[src/rtl/tdm_demux16.sv]
// Receive-side 16-slot TDM demultiplexer: aligns on frame_start, collects one
// bit per accepted beat and emits each complete frame as a registered word.
module tdm_demux16 #(
   parameter int unsigned N  = 16,
   parameter int unsigned SW = 4
) (
   input  logic          clk,
   input  logic          rst,
   input  logic          din,
   input  logic          din_valid,
   input  logic          frame_start,
   output logic [N-1:0]  y,
   output logic          frame_valid,
   output logic [SW-1:0] slot,
   output logic          locked,
   output logic          sync_err
);

   typedef enum logic {HUNT, RECV} state_t;

   state_t        state, state_n;
   logic [SW-1:0] slot_n;
   logic [N-1:0]  frame_buf, frame_buf_n;
   logic [N-1:0]  y_n;
   logic          frame_valid_n;
   logic          sync_err_n;

   always_ff @(posedge clk) begin
      if (rst) begin
         state       <= HUNT;
         slot        <= '0;
         frame_buf   <= '0;
         y           <= '0;
         frame_valid <= 1'b0;
         sync_err    <= 1'b0;
      end else begin
         state       <= state_n;
         slot        <= slot_n;
         frame_buf   <= frame_buf_n;
         y           <= y_n;
         frame_valid <= frame_valid_n;
         sync_err    <= sync_err_n;
      end
   end

   always_comb begin
      state_n       = state;
      slot_n        = slot;
      frame_buf_n   = frame_buf;
      y_n           = y;
      frame_valid_n = 1'b0;
      sync_err_n    = 1'b0;
      if (din_valid) begin
         unique case (state)
            HUNT: begin
               if (frame_start) begin
                  frame_buf_n[0] = din;
                  slot_n         = SW'(1);
                  state_n        = RECV;
               end
            end
            RECV: begin
               if (frame_start) begin
                  // an early marker restarts the frame; stale buffer bits get overwritten before any emit
                  sync_err_n     = (slot != '0);
                  frame_buf_n[0] = din;
                  slot_n         = SW'(1);
               end else if (slot == '0) begin
                  sync_err_n = 1'b1;
                  state_n    = HUNT;
               end else begin
                  frame_buf_n[slot] = din;
                  if (slot == SW'(N - 1)) begin
                     y_n           = {din, frame_buf[N-2:0]};
                     frame_valid_n = 1'b1;
                     slot_n        = '0;
                  end else begin
                     slot_n = slot + SW'(1);
                  end
               end
            end
            default: state_n = HUNT;
         endcase
      end
   end

   assign locked = (state == RECV);

endmodule

[config.mk]
export PLATFORM = sky130hd
export DESIGN_NAME = tdm_demux16
export DESIGN_NICKNAME = d
export VERILOG_FILES = /design/src/rtl/tdm_demux16.sv
export SDC_FILE = /design/constraint.sdc
export NUM_CORES = 1
export LEC_CHECK = 0
export CAP_MARGIN = 20
export CORE_MARGIN = 2
export CORE_UTILIZATION = 52
export DETAILED_ROUTE_END_ITERATION = 6
export GPL_TIMING_DRIVEN = 0
export PLACE_DENSITY = 0.82
export SKIP_CTS_REPAIR_TIMING = 1
export SYNTH_ARGS = -nofsm -noshare
export SYNTH_HDL_FRONTEND = slang
export SYNTH_SLANG_ARGS = --single-unit
[constraint.sdc]
create_clock -name clk -period 2.4 [get_ports clk]
set_clock_uncertainty 0.15 [all_clocks]
set_input_delay 0.72 -clock clk [delete_from_list [all_inputs] [get_ports clk]]
set_output_delay 0.72 -clock clk [all_outputs]
set_load 0.02 [all_outputs]
==> results of run 1 <==
## metal layers
layer / track usage / up-vias / part of all wire / routed length (um)
li1: - / 759 / - / -
met1: 0.295 / 715 / 0.48 / 1850
met2: 0.343 / 31 / 0.47 / 1840
met3: 0.0630 / 8 / 0.035 / 135
met4: 0.0699 / 0 / 0.014 / 54
met5: 0 / - / 0 / 0
## stage by stage
step	area (sq um)	total power, mW
4_1_cts	2110	1.14
3_3_place_gp	2040	0.717
2_1_floorplan	1710	0.692
6_report	2120	1.14
5_1_grt	2120	1.18
3_5_place_dp	2040	0.717
## tightest hold or removal path, cell delays in order, from the launching register on
cell     delay (ns)
dfxtp_1        0.33
nand3_1        0.06
a21oi_1        0.05
## worst max path at each step
stage / startpoint / end / depth (start not counted)
6_report: slot[1] / slot[1] / 1
3_5_place_dp: din_valid / y[0] / 6
2_1_floorplan: slot[0] / slot[2] / 5
3_3_place_gp: din_valid / y[1] / 6
4_1_cts: din_valid / y[1] / 6
5_1_grt: slot[1] / slot[1] / 1
## state kept, by name, indices dropped and copies added, names as in the netlist
| signal | cells |
|---|---|
| frame_buf | 15 |
| frame_valid | 1 |
| locked | 1 |
| slot | 4 |
| sync_err | 1 |
| y | 16 |
## cell families after synthesis
| group | Yosys count | synth area share |
|---|---|---|
| AND/OR/NAND/NOR | 72 | 0.235 |
| multiplexers | 13 | 0.0760 |
| AO/OA/AOI/OAI | 48 | 0.159 |
| adder cells (fa/ha/maj) | 4 | 0.0292 |
| buffers and inverters | 20 | 0.0570 |
| flip-flops | 38 | 0.444 |
## power breakdown
group / total [mW] / switching (mW) / internal, mW
combinational: 0.0676 / 0.0408 / 0.0268
sequential: 0.636 / 0.00266 / 0.634
clock: 0.435 / 0.214 / 0.221
total: 1.14 / 0.257 / 0.881
## final cells by class
class,instances,area share
well taps,44,0.0260
plain buffers,16,0.0389
multi-input cells,137,0.403
flip-flops and latches,38,0.359
repair buffers,28,0.131
clock inverters,1,0.0142
inverters,4,0.00708
clock buffers,7,0.0212
## cells in the final DEF (no fill, tap or decap), types with 5 or more instances in the layout
cell type,count
dfxtp_1,38
clkdlybuf4s50_1,27
nand3_1,20
a21oi_1,20
nand2_1,19
o21ai_0,19
nand2b_1,15
mux2i_1,13
clkbuf_1,9
buf_2,6
and4b_1,5
clkbuf_4,5
## Yosys cell counts (all sizes together) (4+ instances only)
library cell	n
a21oi	20
buf	9
ha	4
inv	4
nor2b	4
nand2	19
and4b	5
mux2i	13
dfxtp	38
clkbuf	7
nand3	20
nand2b	15
o21ai	20
==> impl_metrics.py, run 1 <==
metrics = {
    "run_status": {
        "outcome": "complete, no violations",
    },
    "synth": {
        "synth_area_leaders": "dfxtp_1 44%, mux2i_1 7.6%, a21oi_1 5.8%, nand3_1 5.8%, o21ai_0 5.6%",
        "ys_warn_count": 0,
        "yosysTopAreaCell": "dfxtp_1",
        "yosys.cell_types.count": 31,
        "ys_seq_area_frac": 0.444,
        "synth_area_sq_mm": 0.00171,
        "synth-edff-count": 0,
        "synth_cells": 195,
        "syn_avg_cell_area_sq_um": 8.78,
        "ys_ff_latch": 38,
        "synth_ff_type": "dfxtp_1",
        "yosysTopAreaCellShare": 0.444,
        "synthArstFlopShare": 0,
        "synth_fp_nets": 204,
    },
    "worst_setup_path": {
        "path_buf_inv": 1,
        "path_delay_family": "buffers and inverters",
        "rrSetupSlack_ns": 0.43,
        "crit_chain": "clkdlybuf4s50_1",
        "path_class": "flop to output port",
        "start_kind": "flop",
        "crit_arrival_ns": 1.43,
        "endpoint_kind": "output port",
        "crit_path_top_delay_cell": "clkdlybuf4s50_1",
        "worst_path_largest_cell_delay_ns": 0.64,
        "r2r_end": "slot[2]",
        "worst_r2r_startpoint": "slot[0]",
        "crit_fanout": 6,
        "r2r_cells": 5,
        "required_ns": 1.53,
    },
    "clock_tree": {
        "clock_latency_ns": 0.35,
        "cts_tree": "done",
        "cts-root-buf": "clkbuf_4",
        "clock-sinks": 38,
        "h-tree-depth": 2,
        "numCtsBuffers": 5,
        "clkTransAtPathRegs_ns": 0.12,
        "cts_buffer_depth": 2,
    },
    "routing": {
        "firstDrtPassIters": 4,
        "wl_per_cell_um": 14.1,
        "routed_wl_um": 3880,
        "drc": 0,
        "ant_nets": 0,
        "drtIter0Drc": 79,
        "vias": 1513,
        "vias_per_cell": 5.50,
    },
    "grt": {
        "grt_pass1_wl_um": 6070,
        "grt_pass1_vias": 1304,
        "antenna_found_initial": 0,
        "grt_overflow": 0,
        "grt_use_total": 0.220,
        "grt_start_max_net_pins": 12,
    },
    "final_layout": {
        "final_util": 0.683,
        "multiInputGateArea_sq_um": 855,
        "nets": 239,
        "num-fill-cells": 274,
        "antenna_cells": 0,
        "layout-drive-gt1-share": 0.0736,
        "final_cells": 275,
        "seq_area_sq_um": 761,
        "area_growth_pct": 23.8,
    },
    "floorplanning": {
        "die_w_um": 61.4,
        "die_h_um": 61.4,
        "start_util": 0.552,
        "io_pins": 28,
        "die-area_sq_mm": 0.00377,
        "core-area_sq_mm": 0.00310,
        "row_count": 20,
    },
    "sta": {
        "fmaxAchievable_mhz": 435,
        "finalSetupViolCount": 0,
        "slew_violations": 0,
        "min_period_over_period": 0.958,
        "tns_ns": 0,
        "relSlewSlack": 0.624,
        "worst_pin_slew_ns": 0.565,
        "holdWs_ns": 0.322,
        "period_needed_ns": 2.30,
        "rsz0062_at_grt": "no",
        "finalHoldViolCount": 0,
        "finalWorstSetupSlack_ns": 0.0999,
    },
    "power": {
        "power.density_mw_per_mm2": 537,
        "leakagePower_nw": 0.809,
        "ir_drop_uv": 331,
    },
    "place": {
        "placed_cells_incl_taps": 266,
        "gp_congestion": 0.946,
        "numPortBuffers": 27,
        "place_hpwl_um": 2660,
        "dp_slack_ns": -0.289,
    },
    "min_path": {
        "min_path_cells": 2,
        "holdPathEnd": "y[0]",
        "min-delay-start": "frame_buf[0]",
        "worstHoldPathType": "flop to flop",
    },
    "flow_run": {
        "max-cap-violations": 0,
    },
}
(Power assumes the default switching activity.)
==> inputs of run 2 (changes only) <==
CORE_UTILIZATION = 33   (was 52)
PLACE_DENSITY = 0.58   (was 0.82)
==> impl_metrics.py, run 2 (synthesis results as in run 1) <==
metrics = {
    "power": {
        "power.density_mw_per_mm2": 522,
        "total_power_mw": 1.13,
        "ir_drop_uv": 221,
        "leakagePower_nw": 0.817,
    },
    "final_layout": {
        "antenna_cells": 0,
        "regMostFlops": "y",
        "final_cells": 301,
        "reg.largest.list": "y: 16 flops, frame_buf: 15 flops, slot: 4 flops",
        "stdcell_area_sq_mm": 0.00216,
        "mostFrequentLayoutCells": "38 x dfxtp_1, 27 x clkdlybuf4s50_1, 20 x nand3_1, 20 x a21oi_1",
        "area_growth_pct": 26.4,
        "final_util": 0.429,
        "layout-drive-gt1-share": 0.0823,
        "layout_commonest_cell": "dfxtp_1",
        "nets": 240,
        "largest_reg_flops": 16,
        "num-fill-cells": 518,
    },
    "sta": {
        "relSlewSlack": 0.588,
        "period_needed_ns": 2.25,
        "min_period_over_period": 0.938,
        "holdWs_ns": 0.309,
        "fmaxAchievable_mhz": 444,
        "finalSetupViolCount": 0,
        "tns_ns": 0,
        "finalWorstSetupSlack_ns": 0.149,
        "rsz0062_at_grt": "no",
        "worst_pin_slew_ns": 0.609,
        "finalHoldViolCount": 0,
        "slew_violations": 0,
    },
    "worst_setup_path": {
        "crit_arrival_ns": 1.38,
        "path_delay_family": "buffers and inverters",
        "crit_chain": "clkdlybuf4s50_1",
        "crit_fanout": 6,
        "endpoint_kind": "output port",
        "worst_r2r_startpoint": "slot[0]",
        "worst_path_largest_cell_delay_ns": 0.65,
        "crit_path_top_delay_cell": "clkdlybuf4s50_1",
        "path_buf_inv": 1,
        "start_kind": "flop",
        "startpoint": "slot[1]",
        "required_ns": 1.53,
        "path_class": "flop to output port",
    },
    "floorplanning": {
        "core-area_sq_mm": 0.00504,
        "io_pins": 28,
        "row_count": 26,
        "die_h_um": 76.0,
        "die-area_sq_mm": 0.00578,
        "start_util": 0.340,
        "die_w_um": 76.0,
    },
    "run_status": {
        "outcome": "complete, no violations",
    },
    "grt": {
        "grt_start_max_net_pins": 12,
        "grt_pass1_vias": 1439,
        "grt_use_total": 0.157,
        "grt_pass1_wl_um": 7220,
        "antenna_found_initial": 0,
        "grt_overflow": 0,
    },
    "routing": {
        "ant_nets": 0,
        "drtIter0Drc": 81,
        "vias_per_cell": 5.00,
        "drc": 0,
        "firstDrtPassIters": 4,
        "routed_wl_um": 4150,
        "wl_per_cell_um": 13.8,
        "vias": 1506,
    },
    "min_path": {
        "worstHoldPathType": "flop to flop",
        "min-delay-start": "frame_buf[0]",
    },
    "place": {
        "numPortBuffers": 27,
        "place_hpwl_um": 2810,
        "dp_slack_ns": -0.309,
        "dpl-instance-area_sq_mm": 0.00207,
        "placed_cells_incl_taps": 292,
        "gp_congestion": 0.821,
    },
    "clock_tree": {
        "numCtsBuffers": 5,
        "cts_tree": "done",
        "clkTransAtPathRegs_ns": 0.07,
        "cts_buffer_depth": 2,
        "cts-root-buf": "clkbuf_8",
        "clock-sinks": 38,
        "clock_latency_ns": 0.29,
        "h-tree-depth": 2,
    },
    "flow_run": {
        "max-cap-violations": 0,
    },
}
run 2: layout make-up:
cell class | instances | area, sq um | area share
clock buffer | 5 | 68.8 | 0.0318
sequential | 38 | 761 | 0.351
buffer | 16 | 82.6 | 0.0382
clock inverter | 2 | 10.0 | 0.00462
timing repair buffer | 29 | 285 | 0.132
multi-input combinational | 137 | 855 | 0.395
tap | 70 | 87.6 | 0.0405
inverter | 4 | 15.0 | 0.00694
run 2: worst paths after layout:
path | end | slack (ns) | cells past startpoint
setup / recovery | slot[1] | 0.15 | 1
hold / removal | frame_buf[0] | 0.31 | 2
setup reg to reg | slot[2] | 0.34 | 5
hold reg to reg | frame_buf[0] | 0.31 | 2
run 2: routing by layer:
metal / GRT usage / part of all wire
met5: 0 / 0
met4: 0.0582 / 0.019
met1: 0.216 / 0.48
met2: 0.239 / 0.46
met3: 0.0379 / 0.044
run 2: power by group:
part / internal [mW] / total, mW / switching, mW
clock: 0.195 / 0.425 / 0.230
combinational: 0.0268 / 0.0688 / 0.0420
sequential: 0.633 / 0.636 / 0.00246
==> inputs of run 3 (changes only) <==
PLACE_DENSITY = default   (was 0.58)
PLACE_DENSITY_LB_ADDON = 0.2   (was default)
==> impl_metrics.py, run 3 (synthesis results as in run 1) <==
metrics = {
    "final_layout": {
        "layout_commonest_cell": "dfxtp_1",
        "area_growth_pct": 27.9,
        "layout-drive-gt1-share": 0.0783,
        "multiInputGateArea_sq_um": 855,
        "seq_area_sq_um": 761,
        "mostFrequentLayoutCells": "38 x dfxtp_1, 27 x clkdlybuf4s50_1, 20 x nand3_1, 20 x a21oi_1",
        "largest_reg_flops": 16,
        "num-fill-cells": 513,
        "antenna_cells": 0,
        "regMostFlops": "y",
        "reg.largest.list": "y: 16 flops, frame_buf: 15 flops, slot: 4 flops",
        "nets": 239,
    },
    "floorplanning": {
        "die-area_sq_mm": 0.00578,
        "die_h_um": 76.0,
        "die_w_um": 76.0,
        "core-area_sq_mm": 0.00504,
        "start_util": 0.340,
        "io_pins": 28,
        "row_count": 26,
    },
    "sta": {
        "tns_ns": 0,
        "holdWs_ns": 0.308,
        "fmaxAchievable_mhz": 453,
        "period_needed_ns": 2.21,
        "worst_pin_slew_ns": 0.619,
        "slew_violations": 0,
        "finalSetupViolCount": 0,
        "finalHoldViolCount": 0,
        "min_period_over_period": 0.919,
        "rsz0062_at_grt": "no",
        "finalWorstSetupSlack_ns": 0.194,
        "relSlewSlack": 0.582,
    },
    "place": {
        "dp_slack_ns": -0.290,
        "gp_congestion": 0.811,
        "numPortBuffers": 27,
        "place_hpwl_um": 2770,
    },
    "routing": {
        "drt-met1-wl_um": 1940,
        "vias": 1495,
        "routed_wl_um": 4040,
        "highest_layer": "met4",
        "wl_met2_um": 1910,
        "firstDrtPassIters": 4,
        "wl_per_cell_um": 13.5,
        "ant_nets": 0,
        "drc": 0,
        "drtIter0Drc": 80,
        "vias_per_cell": 4.98,
        "wl_met3_um": 140,
    },
    "grt": {
        "grt_use_total": 0.145,
        "grt_start_max_net_pins": 12,
        "grt_pass1_wl_um": 6670,
        "grt_overflow": 0,
        "antenna_found_initial": 0,
        "grt_pass1_vias": 1411,
    },
    "clock_tree": {
        "cts-root-buf": "clkbuf_8",
        "cts_tree": "done",
        "clkTransAtPathRegs_ns": 0.07,
        "cts_buffer_depth": 2,
        "numCtsBuffers": 5,
        "clock_latency_ns": 0.29,
        "clock-sinks": 38,
        "h-tree-depth": 2,
    },
    "worst_setup_path": {
        "crit_chain": "clkdlybuf4s50_1",
        "worst_path_largest_cell_delay_ns": 0.63,
        "required_ns": 1.53,
        "crit_arrival_ns": 1.34,
        "start_kind": "flop",
        "path_delay_family": "buffers and inverters",
        "crit_path_top_delay_cell": "clkdlybuf4s50_1",
        "path_buf_inv": 1,
        "rrSetupSlack_ns": 0.41,
        "crit_fanout": 6,
        "worst_r2r_startpoint": "slot[0]",
        "endpoint_kind": "output port",
        "startpoint": "slot[1]",
        "path_class": "flop to output port",
    },
    "power": {
        "ir_drop_uv": 297,
        "total_power_mw": 1.27,
        "leakagePower_nw": 0.827,
        "power.density_mw_per_mm2": 578,
    },
    "min_path": {
        "worstHoldPathType": "flop to flop",
        "min-delay-start": "frame_buf[0]",
    },
    "run_status": {
        "outcome": "complete, no violations",
    },
    "flow_run": {
        "max-cap-violations": 0,
    },
}
==> run 3: cell count changes in the layout (fill, tap and decap cells not counted), sizes merged <==
cell,previous run,this run
clkinv,2,0
buf,11,10
bufinv,0,1
clkbuf,12,13
==> run 3: area by class of cell <==
cell class | count | area share
Inverter | 4 | 0.00685
Multi-Input combinational cell | 137 | 0.390
Buffer | 16 | 0.0377
Tap cell | 70 | 0.0400
Timing Repair Buffer | 28 | 0.127
Clock buffer | 6 | 0.0377
Clock inverter | 1 | 0.0137
Sequential cell | 38 | 0.347
==> run 3: power breakdown <==
part,internal (mW),switching [mW],leakage (nW)
logic,0.0270,0.0424,0.463
registers,0.633,0.00240,0.306
clock network,0.333,0.228,0.0573
==> run 3: routing by layer <==
layer | GRT usage | up-vias
li1 | - | 757
met1 | 0.186 | 709
met2 | 0.233 | 23
met3 | 0.0427 | 6
met4 | 0.0491 | 0
met5 | 0 | -
==> run 3: stage by stage <==
stage / instance area [sq um] / utilization / cells
after CTS: 2180 / 0.433 / 299
after global placement: 2070 / 0.411 / 292
after floorplan: 1710 / - / 195
after detailed placement: 2070 / 0.411 / 292
final: 2190 / 0.434 / 300
after global routing: 2190 / 0.434 / 300
==> run 3: worst paths after layout <==
kind / endpoint / cells past startpoint
worst max-delay path: slot[1] / 1
worst min-delay path: frame_buf[0] / 2
worst max register to register: slot[2] / 5
worst min register to register: frame_buf[0] / 2
